## src/rtl/debounce_pkg.sv

```systemverilog
// Shared constants for the debounce_edge block: FSM state encodings, legal
// synchroniser depth range and a small state-decode helper.
package debounce_pkg;

  localparam logic [1:0] ST_IDLE_LO = 2'd0;
  localparam logic [1:0] ST_ARM_HI  = 2'd1;
  localparam logic [1:0] ST_IDLE_HI = 2'd2;
  localparam logic [1:0] ST_ARM_LO  = 2'd3;

  localparam int SYNC_STAGES_MIN = 2;
  localparam int SYNC_STAGES_MAX = 4;

  function automatic logic is_arm_state(input logic [1:0] st);
    return (st == ST_ARM_HI) || (st == ST_ARM_LO);
  endfunction

endpackage

```

## src/rtl/debounce_edge_sync_chain.sv

```systemverilog
// sync_chain: STAGES-deep flop synchroniser bringing an asynchronous input
// into the clk domain; every stage resets asynchronously to 0.
module sync_chain #(
  parameter int STAGES = 2
) (
  input  logic clk,
  input  logic rst,
  input  logic d,
  output logic q
);

  logic [STAGES-1:0] sync_d;
  logic [STAGES-1:0] sync_q;

  always_comb begin
    sync_d = {sync_q[STAGES-2:0], d};
  end

  always_ff @(posedge clk or posedge rst) begin
    if (rst) begin
      sync_q <= '0;
    end else begin
      sync_q <= sync_d;
    end
  end

  assign q = sync_q[STAGES-1];

endmodule

```

## src/rtl/debounce_edge.sv

```systemverilog
// debounce_edge: synchronises and debounces btn_in, driving a registered level
// plus one-cycle edge pulses. Macro DEBOUNCE_FALL_PULSE_EN enables fall_pulse.
module debounce_edge
  import debounce_pkg::*;
#(
  parameter int SYNC_STAGES   = 2,
  parameter int STABLE_CYCLES = 1000,
  parameter int CNT_W         = 16
) (
  input  logic clk,
  input  logic rst,
  input  logic btn_in,
  output logic level_out,
  output logic rise_pulse,
  output logic fall_pulse,
  output logic busy
);

  generate
    if (SYNC_STAGES < SYNC_STAGES_MIN || SYNC_STAGES > SYNC_STAGES_MAX) begin : g_bad_sync_stages
      $error("debounce_edge: SYNC_STAGES out of legal range 2..4");
    end
    if (STABLE_CYCLES < 1 || longint'(STABLE_CYCLES) >= (64'd1 << CNT_W)) begin : g_bad_stable_cycles
      $error("debounce_edge: STABLE_CYCLES must be >= 1 and < 2**CNT_W");
    end
  endgenerate

  localparam logic [CNT_W-1:0] CNT_LAST = CNT_W'(STABLE_CYCLES - 1);

  logic             sync_s;
  logic [1:0]       state_d, state_q;
  logic [CNT_W-1:0] cnt_d, cnt_q;
  logic             level_d, level_q;
  logic             rise_d, rise_q;
  logic             fall_d, fall_q;
  logic             busy_d, busy_q;

  sync_chain #(.STAGES(SYNC_STAGES)) u_sync_chain (
    .clk (clk),
    .rst (rst),
    .d   (btn_in),
    .q   (sync_s)
  );

  // Counter leaves ARM through the FSM exit, so it can never wrap.
  always_comb begin
    state_d = state_q;
    cnt_d   = cnt_q;
    level_d = level_q;
    rise_d  = 1'b0;
    fall_d  = 1'b0;
    case (state_q)
      ST_IDLE_LO: begin
        cnt_d = '0;
        if (sync_s) begin
          state_d = ST_ARM_HI;
        end else begin
          state_d = ST_IDLE_LO;
        end
      end
      ST_ARM_HI: begin
        if (!sync_s) begin
          state_d = ST_IDLE_LO;
          cnt_d   = '0;
        end else if (cnt_q == CNT_LAST) begin
          state_d = ST_IDLE_HI;
          cnt_d   = '0;
          level_d = 1'b1;
          rise_d  = 1'b1;
        end else begin
          cnt_d = cnt_q + CNT_W'(1);
        end
      end
      ST_IDLE_HI: begin
        cnt_d = '0;
        if (!sync_s) begin
          state_d = ST_ARM_LO;
        end else begin
          state_d = ST_IDLE_HI;
        end
      end
      ST_ARM_LO: begin
        if (sync_s) begin
          state_d = ST_IDLE_HI;
          cnt_d   = '0;
        end else if (cnt_q == CNT_LAST) begin
          state_d = ST_IDLE_LO;
          cnt_d   = '0;
          level_d = 1'b0;
`ifdef DEBOUNCE_FALL_PULSE_EN
          fall_d  = 1'b1;
`else
          fall_d  = 1'b0;
`endif
        end else begin
          cnt_d = cnt_q + CNT_W'(1);
        end
      end
      default: begin
        state_d = ST_IDLE_LO;
        cnt_d   = '0;
        level_d = 1'b0;
      end
    endcase
    busy_d = is_arm_state(state_d);
  end

  always_ff @(posedge clk or posedge rst) begin
    if (rst) begin
      state_q <= ST_IDLE_LO;
      cnt_q   <= '0;
      level_q <= 1'b0;
      rise_q  <= 1'b0;
      fall_q  <= 1'b0;
      busy_q  <= 1'b0;
    end else begin
      state_q <= state_d;
      cnt_q   <= cnt_d;
      level_q <= level_d;
      rise_q  <= rise_d;
      fall_q  <= fall_d;
      busy_q  <= busy_d;
    end
  end

  assign level_out  = level_q;
  assign rise_pulse = rise_q;
  assign fall_pulse = fall_q;
  assign busy       = busy_q;

endmodule
```

## config.mk

```make
export PLATFORM = sky130hd
export DESIGN_NAME = debounce_edge
export DESIGN_NICKNAME = d
export VERILOG_FILES = /design/src/rtl/debounce_pkg.sv /design/src/rtl/debounce_edge_sync_chain.sv /design/src/rtl/debounce_edge.sv
export SDC_FILE = /design/constraint.sdc
export NUM_CORES = 1
export LEC_CHECK = 0
export BUFFER_PORTS_ARGS = -buffer_cell sky130_fd_sc_hd__buf_2
export CAP_MARGIN = 20
export CELL_PAD_IN_SITES_DETAIL_PLACEMENT = 1
export CELL_PAD_IN_SITES_GLOBAL_PLACEMENT = 1
export CORE_MARGIN = 5
export CORE_UTILIZATION = 45
export CTS_CLUSTER_DIAMETER = 30
export DETAILED_ROUTE_END_ITERATION = 8
export PLACE_DENSITY = 0.79
export SLEW_MARGIN = 5
export SYNTH_ARGS = -nofsm -noshare
export SYNTH_HDL_FRONTEND = slang
export SYNTH_SLANG_ARGS = --single-unit
```

## constraint.sdc

```tcl
create_clock -name clk -period 2.7 [get_ports clk]
set_input_delay 0.54 -clock clk [delete_from_list [all_inputs] [get_ports clk]]
set_output_delay 0.54 -clock clk [all_outputs]
set_load 0.02 [all_outputs]
```

==> results by group, run 1 <==
Drt
  • Final ANT Viol Nets: 0
  • DRC Markers: 0
  • Average routed wire per standard cell: 14.78 microns
  • Routed wire length: 2.039 mm
  • Via density per instance: 5.268
  • First-pass DRT Iterations: 3
  • Iter 0 DRT Violations: 18
  • Vias post-DR: 727

Critical path
  • Worst setup slack for register-to-register paths: 0.69 ns
  • Setup crit end kind: flop
  • Crit path kind: flop to flop
  • WP data required: 2.90 ns
  • Worst endpoint data arrival time: 2.21 ns
  • CP Cell Sequence: or4b_1, or4_4, mux2_4
  • Startpoint types: flop
  • Worst stage delay on the critical path: 0.57 ns
  • Maximum fanout along the worst path: 5
  • CP max stage cell: or4_4

Layout
  • Layout area overhead: 7.429%
  • Cell area after layout: 1140 sq um
  • Register Area: 575.6 sq um
  • Layout cells sized above 1: 0.1364
  • Diodes inserted: 0
  • Final Non-Filler Cells: 138
  • # fillers: 264
  • Multi-input logic area: 451.7 sq um
  • Nets: 115

Run status
  • Status: complete, no violations

CTS
  • CTS tree: yes
  • CTS resizes: 0
  • Htree depth: 1
  • Clk buf depth: 2
  • Clock transition at path regs: 0.14 ns
  • CTS Buf Count: 3
  • Post-CTS repair timing setup buffer count: 0
  • CTS Hold Bufs: 0
  • Root Buffer: clkbuf_4
  • Worst skew pair latency: 0.32 ns
  • Clock sink count: 23

Power
  • Clock share of power: 0.299
  • Tot Pwr: 0.5313 mW
  • Switching Power: 0.1214 mW
  • Pwr Density: 466.1 nW/um^2
  • Logic pwr share: 0.039
  • Sequential Power Share: 0.662
  • Internal Pwr Total: 0.4099 mW
  • Sw Ratio: 0.2285
  • Total leakage power: 0.4718 nW
  • Max VDD drop: 0.0002886 V

Timing
  • Setup tns final: 0 ns
  • Fin Clk Skew: 0.01963 ns
  • Final Cycle Share: 0.7447
  • Slew Limit Fails: 0
  • Final Hold Viols: 0
  • Slew HR: 0.4277
  • Minimum clock period: 2.011 ns
  • Setup violations, final: 0
  • Least-Margin Pin Slew: 0.8575 ns
  • Unrepaired setup endpoints after global routing: false
  • F_max: 0.4973 GHz
  • Final WS setup: 0.6893 ns

Synth
  • Syn_nets: 107
  • Synth Register Bits: 23
  • Yosys warns: 0
  • Cell taking the most area after synthesis: dfrtp_1
  • Count leader, synth: dfrtp_1
  • Ys async rst share: 1.000
  • Library cells used by synthesis: 28
  • Commonest cells post-synth: 23 x dfrtp_1, 19 x nor2_1, 11 x xnor2_1
  • Post-synth top area share: 0.5425
  • Ys flop type: dfrtp_1
  • Syn avg cell area: 10.30 sq um
  • Seq/Total Area, Yosys: 0.5425
  • Synth Cell Area: 1061 sq um
  • Cell count after synthesis: 103
  • EDFF count, synth: 0
  • Area contributors post-synth: dfrtp_1 54%, xnor2_1 9.1%, nor2_1 6.7%, nor3_1 2.8%, xor2_1 2.5%

Global route
  • Overall Global Routing Usage: 0.1445
  • Largest net degree at the start of global routing: 24
  • GRT overflow: 0
  • Vias in the first global route: 807
  • First-pass GRT wire length: 3.760 mm
  • Initial antenna violation count: 0

Min path
  • Worst hold path class: input pin to flop

Placement
  • IO buf count: 5
  • Post-DP HPWL: 1.528 mm
  • Setup WS pre-CTS: 0.6965 ns
  • GP Congestion: 0.7345
  • # placed instances: 134
  • Placed Area: 1110 sq um

Floorplan
  • Die area: 3429 sq um
  • Die width: 58.56 microns
  • Num ports: 7
  • Placement row count: 17
  • Core area: 2233 sq um
  • Initial Util: 0.4751
  • Die Ht: 58.56 microns

Run
  • Max-cap violations: 0
layer usage:
metal	vias up	share of wire	GRT usage
met5	-	0	0
met4	0	0.0059	0.01987
met3	2	0.028	0.04605
met2	7	0.49	0.2584
met1	360	0.47	0.1727
li1	358	-	-
cells in the final DEF, fill, tap and decap left out, types with 2 or more instances in the layout:
cell and instances:
nand2_1 5, buf_2 5, nand4_1 4, xnor2_1 11
nor2_1 19, inv_1 6, nor3_1 6, dfrtp_1 23
clkbuf_4 3, xor2_1 3, nor4_1 2, or4_4 2
nand3_1 5
stage by stage:
stage / hold WS (ns) / util
after floorplan: 0.3312 / -
after global placement: 0.3336 / 0.4969
after detailed placement: 0.3371 / 0.4969
after CTS: 0.3064 / 0.5104
after global routing: 0.2956 / 0.5104
final: 0.3215 / 0.5104
power groups by stage:
stage / Combinational, mW / Clock, mW / Sequential, mW
after detailed placement: 0.0213 / 0 / 0.358
after CTS: 0.0214 / 0.169 / 0.352
after floorplan: 0.0152 / 0 / 0.359
after global placement: 0.0207 / 0 / 0.358
after global routing: 0.0242 / 0.184 / 0.353
final: 0.0205 / 0.159 / 0.352
flip-flops by register name, summed over array words and instances (netlist names):
signal / count
busy: 1
u_sync_chain.sync_q: 2
cnt_q: 16
level_out: 1
rise_pulse: 1
state_q: 2
worst max-delay path, delay by kind of cell (launching register included):
kind | cells | cell delay (ns)
flops | 1 | 0.45
mux | 1 | 0.31
simple gates | 2 | 1.13
layout make-up:
cell class / count / share of cell area
clock buffer: 3 / 0.01976
timing repair buffer: 5 / 0.02195
tap: 28 / 0.03074
inverter: 6 / 0.01976
multi-input combinational: 72 / 0.3963
sequential: 23 / 0.5049
clock inverter: 1 / 0.006586
kinds of logic after synthesis:
family / after synthesis / share of synthesized area
compound gates: 5 / 0.03420
xor+xnor: 14 / 0.1156
fa+ha+maj: 1 / 0.01179
buf+inv: 8 / 0.03184
flops: 23 / 0.5425
mux: 1 / 0.01415
other cells: 1 / 0.003534
simple gates: 50 / 0.2465
worst paths after layout:
kind | from | endpoint | cells past startpoint
max | cnt_q[4] | state_q[1] | 3
min | btn_in | u_sync_chain.sync_q[0] | 1
max reg2reg | cnt_q[4] | state_q[1] | 3
min reg2reg | u_sync_chain.sync_q[0] | u_sync_chain.sync_q[1] | 0
max in group asynchronous | rst | cnt_q[14] | 2
min in group asynchronous | rst | state_q[0] | 2
Power figures use the tool's default switching activity.
==> inputs of run 2 (changes only) <==
Clock period 2.7 ns to 2.03 ns, I/O delays scaled along.
==> run 2 against run 1 <==
Die area unchanged. Sequential power rose by 33%. Non-clock buffer count increased by 8. Highest routed layer unchanged. Critical path depth unchanged. First-iteration DRC count increased by 28%. Fmax grew 2.7%. Core utilization grew 2.5 points. Worst setup slack lost 0.62 ns. Largest power group unchanged.
==> results by group, run 2 (same netlist as run 1, synthesis figures left out) <==
Drt
  • Via density per instance: 5.308 (+0.76%)
  • Routed wire length: 2.282 mm (+12%)
  • Average routed wire per standard cell: 15.63 microns (+5.8%)
  • DRC Markers: 0 (unchanged)
  • First-pass DRT Iterations: 4 (+1)
  • Vias post-DR: 775 (+6.6%)
  • Iter 0 DRT Violations: 23 (+5)
  • Final ANT Viol Nets: 0 (unchanged)

Layout
  • Nets: 123 (+7.0%)
  • # fillers: 262 (-0.76%)
  • Diodes inserted: 0 (unchanged)
  • Multi-input logic area: 451.7 sq um (unchanged)
  • Regs by FF count: cnt_q (16), state_q (2), u_sync_chain.sync_q (2)
  • Most common cell after layout, fill and taps aside: dfrtp_1
  • Layout cells sized above 1: 0.1864 (+0.05008)
  • Layout area overhead: 12.74%
  • Register Area: 575.6 sq um (unchanged)
  • Most frequent cells in the layout: 23 x dfrtp_1, 19 x nor2_1, 11 x xnor2_1
  • Max reg flops: 16 (unchanged)
  • Largest Register: cnt_q
  • Post-layout util: 0.5356 (+0.02521)
  • Final Non-Filler Cells: 146 (+5.8%)

Critical path
  • Worst endpoint data arrival time: 2.16 ns (-0.05 ns)
  • WP data required: 2.23 ns (-0.67 ns)
  • Crit path kind: flop to flop
  • Maximum fanout along the worst path: 5 (unchanged)
  • Setup crit end kind: flop
  • Startpoint types: flop

Power
  • Total leakage power: 0.5123 nW (+8.6%)
  • Sequential Power Share: 0.666 (+0.004)
  • Max VDD drop: 0.0004937 V (+71%)
  • Sw Ratio: 0.2179 (-0.01061)
  • Internal Pwr Total: 0.5492 mW (+34%)
  • Clock share of power: 0.290 (-0.009)
  • Pwr Density: 587.1 nW/um^2 (+26%)
  • Tot Pwr: 0.7022 mW (+32%)
  • Switching Power: 0.1530 mW (+26%)
  • Logic pwr share: 0.044 (+0.005)

Floorplan
  • Core area: 2233 sq um (unchanged)
  • Initial Util: 0.4751 (unchanged)
  • Num ports: 7 (unchanged)
  • Die area: 3429 sq um (unchanged)
  • Placement row count: 17 (unchanged)
  • Die width: 58.56 microns (unchanged)
  • Die Ht: 58.56 microns (unchanged)

Timing
  • F_max: 0.5108 GHz (+2.7%)
  • Setup violations, final: 0 (unchanged)
  • Fin Clk Skew: 0.002322 ns (-0.01731 ns)
  • Setup tns final: 0 ns (unchanged)
  • Minimum clock period: 1.958 ns (-0.05309 ns)
  • Final Hold Viols: 0 (unchanged)
  • Final hold slack: 0.1178 ns (-0.2037 ns)
  • Slew Limit Fails: 0 (unchanged)
  • Final Cycle Share: 0.9643 (+0.2196)
  • Unrepaired setup endpoints after global routing: false

Placement
  • GP Congestion: 0.7073 (-3.7%)
  • IO buf count: 5 (unchanged)
  • # placed instances: 140 (+4.5%)
  • Post-DP HPWL: 1.646 mm (+7.8%)

CTS
  • CTS Hold Bufs: 0 (unchanged)
  • Root Buffer: clkbuf_4
  • Clock sink count: 23 (unchanged)
  • CTS resizes: 0 (unchanged)
  • Clock transition at path regs: 0.11 ns (-0.03 ns)
  • Worst skew pair latency: 0.30 ns (-0.02 ns)
  • Clk buf depth: 2 (unchanged)
  • Htree depth: 1 (unchanged)
  • CTS Buf Count: 3 (unchanged)
  • CTS tree: yes

Global route
  • GRT overflow: 0 (unchanged)
  • Largest net degree at the start of global routing: 24 (unchanged)
  • Initial antenna violation count: 0 (unchanged)
  • Overall Global Routing Usage: 0.1554 (+0.01094)
  • Vias in the first global route: 866 (+7.3%)
  • First-pass GRT wire length: 4.071 mm (+8.3%)

Run status
  • Status: complete, no violations

Run
  • Max-cap violations: 0 (unchanged)

Min path
  • Worst hold path class: input pin to asynchronous set/reset pin
-- run 2: critical path, stage by stage (launching register included) --
cell and delay (ns):
dfrtp_1 0.42, or4_4 0.53, or4_4 0.59, mux2_4 0.32
-- run 2: area by class of cell --
| type | count | area share |
|---|---|---|
| flip-flops and latches | 23 | 0.4812 |
| clock buffers | 4 | 0.02197 |
| repair buffers | 13 | 0.07113 |
| well taps | 28 | 0.02929 |
| multi-input cells | 72 | 0.3776 |
| inverters | 6 | 0.01883 |
-- run 2: worst paths after layout --
kind | start | slack [ns] | end | depth (start not counted)
worst min register to register | u_sync_chain.sync_q[0] | 0.37 | u_sync_chain.sync_q[1] | 0
worst max-delay path | cnt_q[13] | 0.07 | state_q[1] | 3
min in group clk | btn_in | 0.20 | u_sync_chain.sync_q[0] | 1
max in group asynchronous | rst | 1.68 | cnt_q[4] | 3
worst max register to register | cnt_q[13] | 0.07 | state_q[1] | 3
worst min-delay path | rst | 0.12 | u_sync_chain.sync_q[0] | 3
-- run 2: per-layer routing --
metal	global-route usage	vias up	wire length (microns)
met5	0	-	0
met2	0.2632	10	1154
met1	0.1958	386	1044
met3	0.04825	4	60
li1	-	375	-
met4	0.02980	0	21
-- run 2: power by group through the flow --
stage | clock, mW | combinational (mW) | sequential [mW]
after floorplan | 0 | 0.0202 | 0.477
after global placement | 0 | 0.0303 | 0.476
after detailed placement | 0 | 0.0315 | 0.477
after CTS | 0.216 | 0.0317 | 0.468
after global routing | 0.236 | 0.0354 | 0.469
final | 0.204 | 0.0307 | 0.468
-- run 2: stage by stage --
stage	area (sq um)	setup slack [ns]
floorplan	1061	0.09515
global placement	1155	0.1014
detailed placement	1155	0.05794
CTS	1181	0.03240
global route	1196	0.02915
finish	1196	0.07237
-- run 2: repair_timing --
item,in CTS,in global routing
endpoints found under the setup margin,0,1
endpoints found under the hold margin,0,0
setup buffers,0,2
